--- src/rtl/mem_access_ctrl.sv ---
// mem_access_ctrl: byte/half/word sequencer onto a byte-wide 256x8 RAM.
// Define MEM_ALIGN_CHECK_EN to reject misaligned halfword/word requests.
module mem_access_ctrl #(
  parameter int RAM_LAT    = 0,
  parameter bit BIG_ENDIAN = 1'b1
) (
  input  logic        clk,
  input  logic        clr,
  input  logic        req,
  input  logic        rw,
  input  logic [1:0]  dt,
  input  logic [7:0]  addr,
  input  logic [31:0] wdata,
  output logic [31:0] rdata,
  output logic        moc,
  output logic        busy,
  output logic        err,
  output logic [7:0]  ram_addr,
  output logic [7:0]  ram_wdata,
  input  logic [7:0]  ram_rdata,
  output logic        ram_en,
  output logic        ram_we
);

  localparam int CW = (RAM_LAT > 0) ? $clog2(RAM_LAT + 1) : 1;

  typedef enum logic [1:0] {
    IDLE,
    XFER,
    DONE,
    ERR
  } state_t;

  state_t      state, state_n;
  logic        rw_q, rw_n;
  logic [1:0]  last_q, last_n;
  logic [1:0]  k_q, k_n;
  logic [CW-1:0] cnt_q, cnt_n;
  logic [31:0] wdata_q, wdata_n;
  logic [31:0] acc_q, acc_n;
  logic [31:0] rdata_n;
  logic        moc_n, busy_n, err_n;
  logic        ram_en_n, ram_we_n;
  logic [7:0]  ram_addr_n, ram_wdata_n;
  logic        misal;
  logic [1:0]  req_last;

  // index of the final byte: 0, 1 or 3
  function automatic logic [1:0] last_of(input logic [1:0] d);
    unique case (d)
      2'b01:   return 2'd1;
      2'b10:   return 2'd3;
      default: return 2'd0;
    endcase
  endfunction

  // which byte lane of the data word holds byte k
  function automatic logic [1:0] lane(input logic [1:0] last,
                                      input logic [1:0] k);
    if (BIG_ENDIAN)
      return last - k;
    else
      return k;
  endfunction

  function automatic logic [7:0] get_byte(input logic [31:0] d,
                                          input logic [1:0] ln);
    return d[{ln, 3'b000} +: 8];
  endfunction

  assign req_last = last_of(dt);

`ifdef MEM_ALIGN_CHECK_EN
  assign misal = (dt == 2'b01 && addr[0]) ||
                 (dt == 2'b10 && addr[1:0] != 2'b00);
`else
  assign misal = 1'b0;
`endif

  // next-state and next-output logic; outputs are all registered
  always_comb begin
    state_n     = state;
    rw_n        = rw_q;
    last_n      = last_q;
    k_n         = k_q;
    cnt_n       = cnt_q;
    wdata_n     = wdata_q;
    acc_n       = acc_q;
    rdata_n     = rdata;
    moc_n       = 1'b0;
    err_n       = 1'b0;
    busy_n      = busy;
    ram_en_n    = ram_en;
    ram_we_n    = ram_we;
    ram_addr_n  = ram_addr;
    ram_wdata_n = ram_wdata;
    unique case (state)
      IDLE: begin
        busy_n = 1'b0;
        if (req) begin
          if (dt == 2'b11 || misal) begin
            state_n = ERR;
            err_n   = 1'b1;
          end else begin
            state_n     = XFER;
            rw_n        = rw;
            last_n      = req_last;
            wdata_n     = wdata;
            k_n         = 2'd0;
            cnt_n       = '0;
            acc_n       = '0;
            busy_n      = 1'b1;
            ram_en_n    = 1'b1;
            ram_we_n    = !rw;
            ram_addr_n  = addr;
            ram_wdata_n = get_byte(wdata, lane(req_last, 2'd0));
          end
        end
      end
      XFER: begin
        if (cnt_q == CW'(RAM_LAT)) begin
          if (rw_q)
            acc_n[{lane(last_q, k_q), 3'b000} +: 8] = ram_rdata;
          if (k_q == last_q) begin
            state_n  = DONE;
            moc_n    = 1'b1;
            ram_en_n = 1'b0;
            ram_we_n = 1'b0;
            if (rw_q)
              rdata_n = acc_n;
          end else begin
            k_n         = k_q + 2'd1;
            cnt_n       = '0;
            ram_addr_n  = ram_addr + 8'd1;
            ram_wdata_n = get_byte(wdata_q,
                                   lane(last_q, k_q + 2'd1));
          end
        end else begin
          cnt_n = cnt_q + CW'(1);
        end
      end
      DONE: begin
        state_n = IDLE;
        busy_n  = 1'b0;
      end
      ERR: begin
        state_n = IDLE;
        busy_n  = 1'b0;
      end
      default: begin
        state_n = IDLE;
        busy_n  = 1'b0;
      end
    endcase
  end

  // state, context and output registers
  always_ff @(posedge clk or posedge clr) begin
    if (clr) begin
      state     <= IDLE;
      rw_q      <= 1'b0;
      last_q    <= 2'd0;
      k_q       <= 2'd0;
      cnt_q     <= '0;
      wdata_q   <= '0;
      acc_q     <= '0;
      rdata     <= '0;
      moc       <= 1'b0;
      busy      <= 1'b0;
      err       <= 1'b0;
      ram_en    <= 1'b0;
      ram_we    <= 1'b0;
      ram_addr  <= '0;
      ram_wdata <= '0;
    end else begin
      state     <= state_n;
      rw_q      <= rw_n;
      last_q    <= last_n;
      k_q       <= k_n;
      cnt_q     <= cnt_n;
      wdata_q   <= wdata_n;
      acc_q     <= acc_n;
      rdata     <= rdata_n;
      moc       <= moc_n;
      busy      <= busy_n;
      err       <= err_n;
      ram_en    <= ram_en_n;
      ram_we    <= ram_we_n;
      ram_addr  <= ram_addr_n;
      ram_wdata <= ram_wdata_n;
    end
  end

endmodule

--- config.mk ---
export PLATFORM = sky130hd
export DESIGN_NAME = mem_access_ctrl
export DESIGN_NICKNAME = d
export VERILOG_FILES = /design/src/rtl/mem_access_ctrl.sv
export SDC_FILE = /design/constraint.sdc
export NUM_CORES = 1
export LEC_CHECK = 0
export BUFFER_PORTS_ARGS = -buffer_cell sky130_fd_sc_hd__buf_4
export CAP_MARGIN = 20
export CORE_ASPECT_RATIO = 1.1
export CORE_UTILIZATION = 55
export DETAILED_ROUTE_END_ITERATION = 8
export PLACE_DENSITY = 0.87
export SLEW_MARGIN = 25
export SYNTH_ARGS = -nofsm -noshare
export SYNTH_HDL_FRONTEND = slang
export SYNTH_SLANG_ARGS = --single-unit
--- constraint.sdc ---
create_clock -name clk -period 6.2 [get_ports clk]
set_clock_uncertainty 0.1 [all_clocks]
set_input_delay 0.62 -clock clk [delete_from_list [all_inputs] [get_ports clk]]
set_output_delay 0.62 -clock clk [all_outputs]
set_load 0.01 [all_outputs]
== Word-level counts from Yosys, hierarchy flattened ==
Cells that the tools add are included.

* Register bits: 125
* Input bits: 54
* Output and inout port bits: 53
* Word-level logic and storage cells: 108

* Add/sub/neg operators: 6
* Equality and inequality tests: 12
* Shift-type cells: 4
* Mux-type cells: 57
* Bitwise operators: 2
* Reduce and logical (&&, ||, !) cells: 12

{| class="wikitable"
|+ Operator list
! kind !! count
|-
| 2-to-1 mux 32 bit || 4
|-
| 2-to-1 mux 8 bit || 8
|-
| case mux 32 bit (2 select lines) || 1
|-
| indexed part select 32 x 6 -> 8 bit || 2
|-
| 2-to-1 mux 2 bit || 17
|-
| bitwise mux 32 bit || 1
|-
| case mux 8 bit (2 select lines) || 2
|-
| variable shift 8 x 7 -> 32 bit, first input constant || 1
|-
| indexed part select 8 x 7 -> 32 bit || 1
|-
| 2-to-1 mux 1 bit || 17
|-
| != test 2 bit, second input constant || 5
|-
| AND reduction 5 bit || 2
|-
| AND reduction 3 bit || 3
|-
| adder 8 x 1 -> 8 bit, second input constant || 1
|-
| equality test 2 bit, second input constant || 4
|-
| case mux 1 bit (2 select lines) || 4
|-
| case mux 2 bit (2 select lines) || 2
|-
| AND reduction 4 bit || 2
|-
| negation 5 -> 7 bit || 1
|-
| case mux 2 bit (3 select lines) || 1
|-
| equality test 2 x 1 -> 1 bit, second input constant || 2
|-
| nonzero test 2 bit || 2
|-
| subtractor 2 bit || 2
|-
| adder 2 x 1 -> 2 bit, second input constant || 1
|-
| 6 further kinds || 7
|}

== Depth between registers and ports, before layout ==
* Word-level depth: 10
* Gate-level depth with buffers: 9

== Worst setup path after synthesis ==
No wires, ideal clock.

* Path kind: input -> register
* Start: input port dt[0]
* End: register ram_wdata[6]
* Arrival: 2.170 ns
* Required time: 5.982 ns
* Path slack: 3.812 ns
* Stages on the path: 7
* Buffers on the path: 1
* Path through: inv_1 > ha_1 > buf_2 > mux4_2 > and3_1 > a31o_2 > a21o_1

* Longest elaborated chain between the ends: 9
* Elaborated cells between the ends (all ways): 13
* Classes of those cells: eq/ne (4); shift (1); mux (7); reduce/logical (1)

{| class="wikitable"
|+ Ends and longest elaborated chain
! what !! RTL line !! source
|-
| start: declaration || 11 || <nowiki>input logic [1:0] dt,</nowiki>
|-
| equality test 2 bit or equality test 2 x 1 -> 1 bit (tied branches) || 50 || <nowiki>unique case (d)</nowiki>
|-
| case mux 2 bit (2 select lines) || 50 ||
|-
| 2-to-1 mux 2 bit || 101 || <nowiki>if (dt == 2'b11 || misal) begin</nowiki>
|-
| 2-to-1 mux 2 bit || 100 || <nowiki>if (req) begin</nowiki>
|-
| 2-to-1 mux 2 bit || 97 || <nowiki>unique case (state)</nowiki>
|-
| indexed part select 32 x 6 -> 8 bit || 68 || <nowiki>return d[{ln, 3'b000} +: 8];</nowiki>
|-
| 2-to-1 mux 8 bit || 101 ||
|-
| 2-to-1 mux 8 bit || 100 ||
|-
| case mux 8 bit (2 select lines) || 97 ||
|-
| end signal: assignment || 190 || <nowiki>ram_wdata <= ram_wdata_n;</nowiki>
|-
| end: declaration || 19 || <nowiki>output logic [7:0] ram_wdata,</nowiki>
|}

Parallel ways exist; a longest one is shown, timed or not. The select of a mux whose other input is x is not followed.
A chain may end at the register's enable or synchronous reset.

== Final worst setup path ==
* Start: register k_q[0]
* End: register rdata[31]

* Longest elaborated chain between the ends: 8
* Elaborated cells between the ends (all ways): 11
* Classes of those cells: add/sub (2); eq/ne (1); shift (2); mux (5); reduce/logical (1)

{| class="wikitable"
|+ Ends and longest elaborated chain
! what !! RTL line !! source
|-
| start: declaration || 37 || <nowiki>logic [1:0] k_q, k_n;</nowiki>
|-
| start signal: assignment || 179 || <nowiki>k_q <= k_n;</nowiki>
|-
| subtractor 2 bit || 61 || <nowiki>return last - k;</nowiki>
|-
| 2-to-1 mux 2 bit || 122 || <nowiki>if (rw_q)</nowiki>
|-
| 2-to-1 mux 2 bit || 121 || <nowiki>if (cnt_q == CW'(RAM_LAT)) begin</nowiki>
|-
| 2-to-1 mux 2 bit || 97 ||
|-
| negation 5 -> 7 bit || 123 || <nowiki>acc_n[{lane(last_q, k_q), 3'b000} +: 8] = ram_rdata;</nowiki>
|-
| indexed part select 8 x 7 -> 32 bit or variable shift 8 x 7 -> 32 bit (tied branches) || 123 ||
|-
| bitwise mux 32 bit || 123 ||
|-
| 2-to-1 mux 32 bit || 122 ||
|-
| end signal: assignment || 183 || <nowiki>rdata <= rdata_n;</nowiki>
|-
| end: declaration || 14 || <nowiki>output logic [31:0] rdata,</nowiki>
|}

Parallel ways exist; a longest one is shown, timed or not. The select of a mux whose other input is x is not followed.

==> results.yml <==
logic_synthesis:
  warnings_synthesis: 0
  synthesis.area_per_instance_um2: 11.0
  synth_nets: 542
  synth_async_sr_flop_share_pct: 100
  synth.distinct_cells: 46
  synth_enable_flop_cells: 0
  register_area_share_after_synthesis_pct: 54.9
  yosys_most_used_dff: "sky130_fd_sc_hd__dfrtp_1"
  netlist_area_um2: 5290
  number_of_storage_elements_in_the_synthesis_netlist: 116
  cells_after_synth: 481
timing:
  portion_of_the_clock_cycle_consumed_by_the_worst_path_in_the_final_layout_pct: 51.6
  tns_ns: 0
  maxClockFrequency_ghz: 0.313
  final_max_slew_viol_count: 0
  tightest_slew_ns: 1.02
  timing.final.hold_violations: 0
  final-setup-viol-count: 0
  finalWorstPathRequiredPeriod_ns: 3.20
  grt_setup_unrepaired: "no"
  setup_slack_of_the_critical_path_after_layout_ns: 3.00
  headroom_to_the_max_slew_limit_pct: 31.6
critical_path:
  timing_worst_setup_path_type: "reg2reg"
  cp.depth: 7
  timing.critical_path.fanout_max: 16
  worstPathCellList: "inv_1, ha_1, ha_1, nand2_1, nor3_1, a22oi_1, o21ai_0"
  endpoint_kind_of_the_worst_setup_timing_path: "register"
  critPathRequiredTime_ns: 6.54
  largest_stage_delay_worst_path_ns: 0.83
  cp_common_cell: "sky130_fd_sc_hd__ha_1"
  worstReg2RegStart: "k_q[0]"
  worst_setup_path_start_kind: "register"
  rr_worst_depth: 7
  r2r_slack_ns: 3.00
  crit_arrival_ns: 3.53
  worstReg2RegEnd: "rdata[31]"
  timing_endpoint_of_the_critical_path: "rdata[31]"
  critical_path.startpoint: "k_q[0]"
  critPathTopFamily: "adder cells"
  crit_path_top_delay_cell: "sky130_fd_sc_hd__ha_1"
  critical_path_buf_inv_count: 1
grt:
  all_layer_global_routing_usage_pct: 28.3
  largest_net_degree_at_the_start_of_global_routing: 63
  globalRoute.totalOverflow: 0
  grt_first_pass_wirelength_mm: 21.2
  grt_antenna_before_repair: 0
  first_global_vias: 4287
hold_path:
  hold_class: "in2async"
clock_network:
  path_clk_slew_ns: 0.06
  post_cts_resized: 0
  tritoncts_num_sinks: 116
  clockBufferDepth: 2
  tritoncts.num_buffers: 17
  ctsRootBufferMaster: "sky130_fd_sc_hd__clkbuf_8"
  clk-insertion-delay-late_ns: 0.52
  tritoncts: "yes"
  cts_max_level: 4
  holdBufCountCts: 0
  cts_setup_buffers: 0
cells_and_area:
  layout.core_utilization_pct: 72.3
  antenna_cells: 0
  postLayoutCellArea_um2: 6760
  finish.net_count: 643
  layout-drive-gt1-share_pct: 29.2
  areaGrowthSynthToFinish_pct: 27.9
placement:
  dp_slack_ns: 3.14
  port_buffers: 106
  gp_routability_congestion: 0.823
  placed_area_um2: 6130
  hpwl_detailed_mm: 8.21
status:
  status: "complete, no violations"
drt:
  detail_route.drc_violations: 0
  first_iter_violations: 270
  detail-route-antenna-nets: 0
  routedWlPerCell_um: 18.7
  route.detailed.vias_per_inst: 5.95
  totalWireLength_mm: 13.3
  first_pass_iters: 5
  vias: 4239
die:
  die_w_um: 95.5
  row_count: 37
  ios: 107
  initial_utilization_pct: 56.5
  placeableCoreArea_um2: 9350
  die_height_um: 105
  fp.dieArea_um2: 10000
power_and_ir_drop:
  vdd_ir_drop_max_mv: 0.305
  power_per_cell_area_nw_per_um2: 578
  total_power_w: 0.00391
  static-leakage-power_nw: 3.41
run:
  maxCapViolations: 0
## synth_stat cells (2+ instances only)
cell type                  count  share of area, %
sky130_fd_sc_hd__a21oi_1       8              0.76
sky130_fd_sc_hd__nor2_1        6              0.43
sky130_fd_sc_hd__mux4_2       14               6.0
sky130_fd_sc_hd__buf_6         3              0.64
sky130_fd_sc_hd__a21o_1       11               1.6
sky130_fd_sc_hd__a22oi_1      19               2.7
sky130_fd_sc_hd__dfrtp_1     116                55
sky130_fd_sc_hd__mux2_2        8               1.7
sky130_fd_sc_hd__and3_1        9               1.1
sky130_fd_sc_hd__xnor2_1       4              0.66
sky130_fd_sc_hd__nor3_1        4              0.38
sky130_fd_sc_hd__nor2b_1       2              0.24
sky130_fd_sc_hd__nand2_1     127               9.0
sky130_fd_sc_hd__inv_1        10              0.71
sky130_fd_sc_hd__ha_1          7               1.7
sky130_fd_sc_hd__a31o_2        2              0.33
sky130_fd_sc_hd__mux4_1        2              0.99
sky130_fd_sc_hd__a31o_1        6              0.99
sky130_fd_sc_hd__o21ai_0      27               2.6
sky130_fd_sc_hd__o2bb2a_1      3              0.57
sky130_fd_sc_hd__nand3_1      10              0.95
sky130_fd_sc_hd__clkbuf_1     14              0.99
sky130_fd_sc_hd__a22o_1       32               5.3
sky130_fd_sc_hd__o22ai_1       4              0.47
sky130_fd_sc_hd__buf_2        12               1.1
## cell usage in the layout, fill, tap and decap left out, types with 2 or more instances in the layout
cell	synthesis	final
sky130_fd_sc_hd__a21o_1	11	11
sky130_fd_sc_hd__a21oi_1	8	8
sky130_fd_sc_hd__a22o_1	32	32
sky130_fd_sc_hd__a22oi_1	19	19
sky130_fd_sc_hd__a31o_1	6	6
sky130_fd_sc_hd__a31o_2	2	2
sky130_fd_sc_hd__and3_1	9	9
sky130_fd_sc_hd__buf_4	0	111
sky130_fd_sc_hd__bufinv_16	0	4
sky130_fd_sc_hd__clkbuf_16	0	16
sky130_fd_sc_hd__clkinv_4	0	6
sky130_fd_sc_hd__dfrtp_1	116	116
sky130_fd_sc_hd__ha_1	7	7
sky130_fd_sc_hd__inv_1	10	9
sky130_fd_sc_hd__inv_6	0	2
sky130_fd_sc_hd__mux2_2	8	8
sky130_fd_sc_hd__mux4_1	2	2
sky130_fd_sc_hd__mux4_2	14	14
sky130_fd_sc_hd__nand2_1	127	127
sky130_fd_sc_hd__nand3_1	10	10
sky130_fd_sc_hd__nor2_1	6	6
sky130_fd_sc_hd__nor2b_1	2	2
sky130_fd_sc_hd__nor3_1	4	4
sky130_fd_sc_hd__o21ai_0	27	27
sky130_fd_sc_hd__o22ai_1	4	4
sky130_fd_sc_hd__o2bb2a_1	3	3
sky130_fd_sc_hd__xnor2_1	4	3
## through the flow
stage,hold slack [ns],std cells
after floorplan,0.337,481
after global placement,0.350,680
after detailed placement,0.360,680
after CTS,0.155,712
after global routing,0.193,712
final,0.131,712
## worst min-delay path by stage
| stage | startpoint | endpoint | slack, ns | cells after the start |
|---|---|---|---|---|
| after floorplan | wdata_q[6] | wdata_q[6] | 0.34 | 2 |
| after global placement | wdata_q[14] | wdata_q[14] | 0.35 | 2 |
| after detailed placement | wdata_q[14] | wdata_q[14] | 0.36 | 2 |
| after CTS | clr | moc | 0.16 | 2 |
| after global routing | wdata[10] | wdata_q[10] | 0.19 | 3 |
| final | clr | moc | 0.13 | 2 |
## cell type report
class / count / area, um^2
clock inverters: 14 / 203
repair buffers: 111 / 833
multi-input cells: 326 / 2220
clock buffers: 18 / 418
inverters: 10 / 40.0
flip-flops and latches: 116 / 2900
fillers: 635 / 2590
well taps: 117 / 146
## per-layer routing
metal	track usage (%)	wire, um
met1	36.9	5340
met2	44.9	6790
met3	6.19	857
met4	12.8	336
met5	0	0
## state kept, by name, indices dropped and copies added, names as in the netlist
signal / cells
last_q: 2
k_q: 2
acc_q: 24
ram_we: 1
rdata: 32
ram_en: 1
rw_q: 1
wdata_q: 32
ram_addr: 8
ram_wdata: 8
moc: 1
state: 2
busy: 1
err: 1
## cell families after synthesis
group,synth area share [%]
AND/OR/NAND/NOR,14.0
AO/OA/AOI/OAI,16.3
flip-flops,54.9
buffers and inverters,3.48
multiplexers,8.85
adder cells (fa/ha/maj),1.66
XOR/XNOR,0.829
## where the power goes
part           total (W)  internal [W]  switching (W)
Combinational    0.00156      0.000732       0.000832
Sequential       0.00132       0.00108       0.000239
Clock            0.00102      0.000657       0.000363
Power figures use the tool's default switching activity.
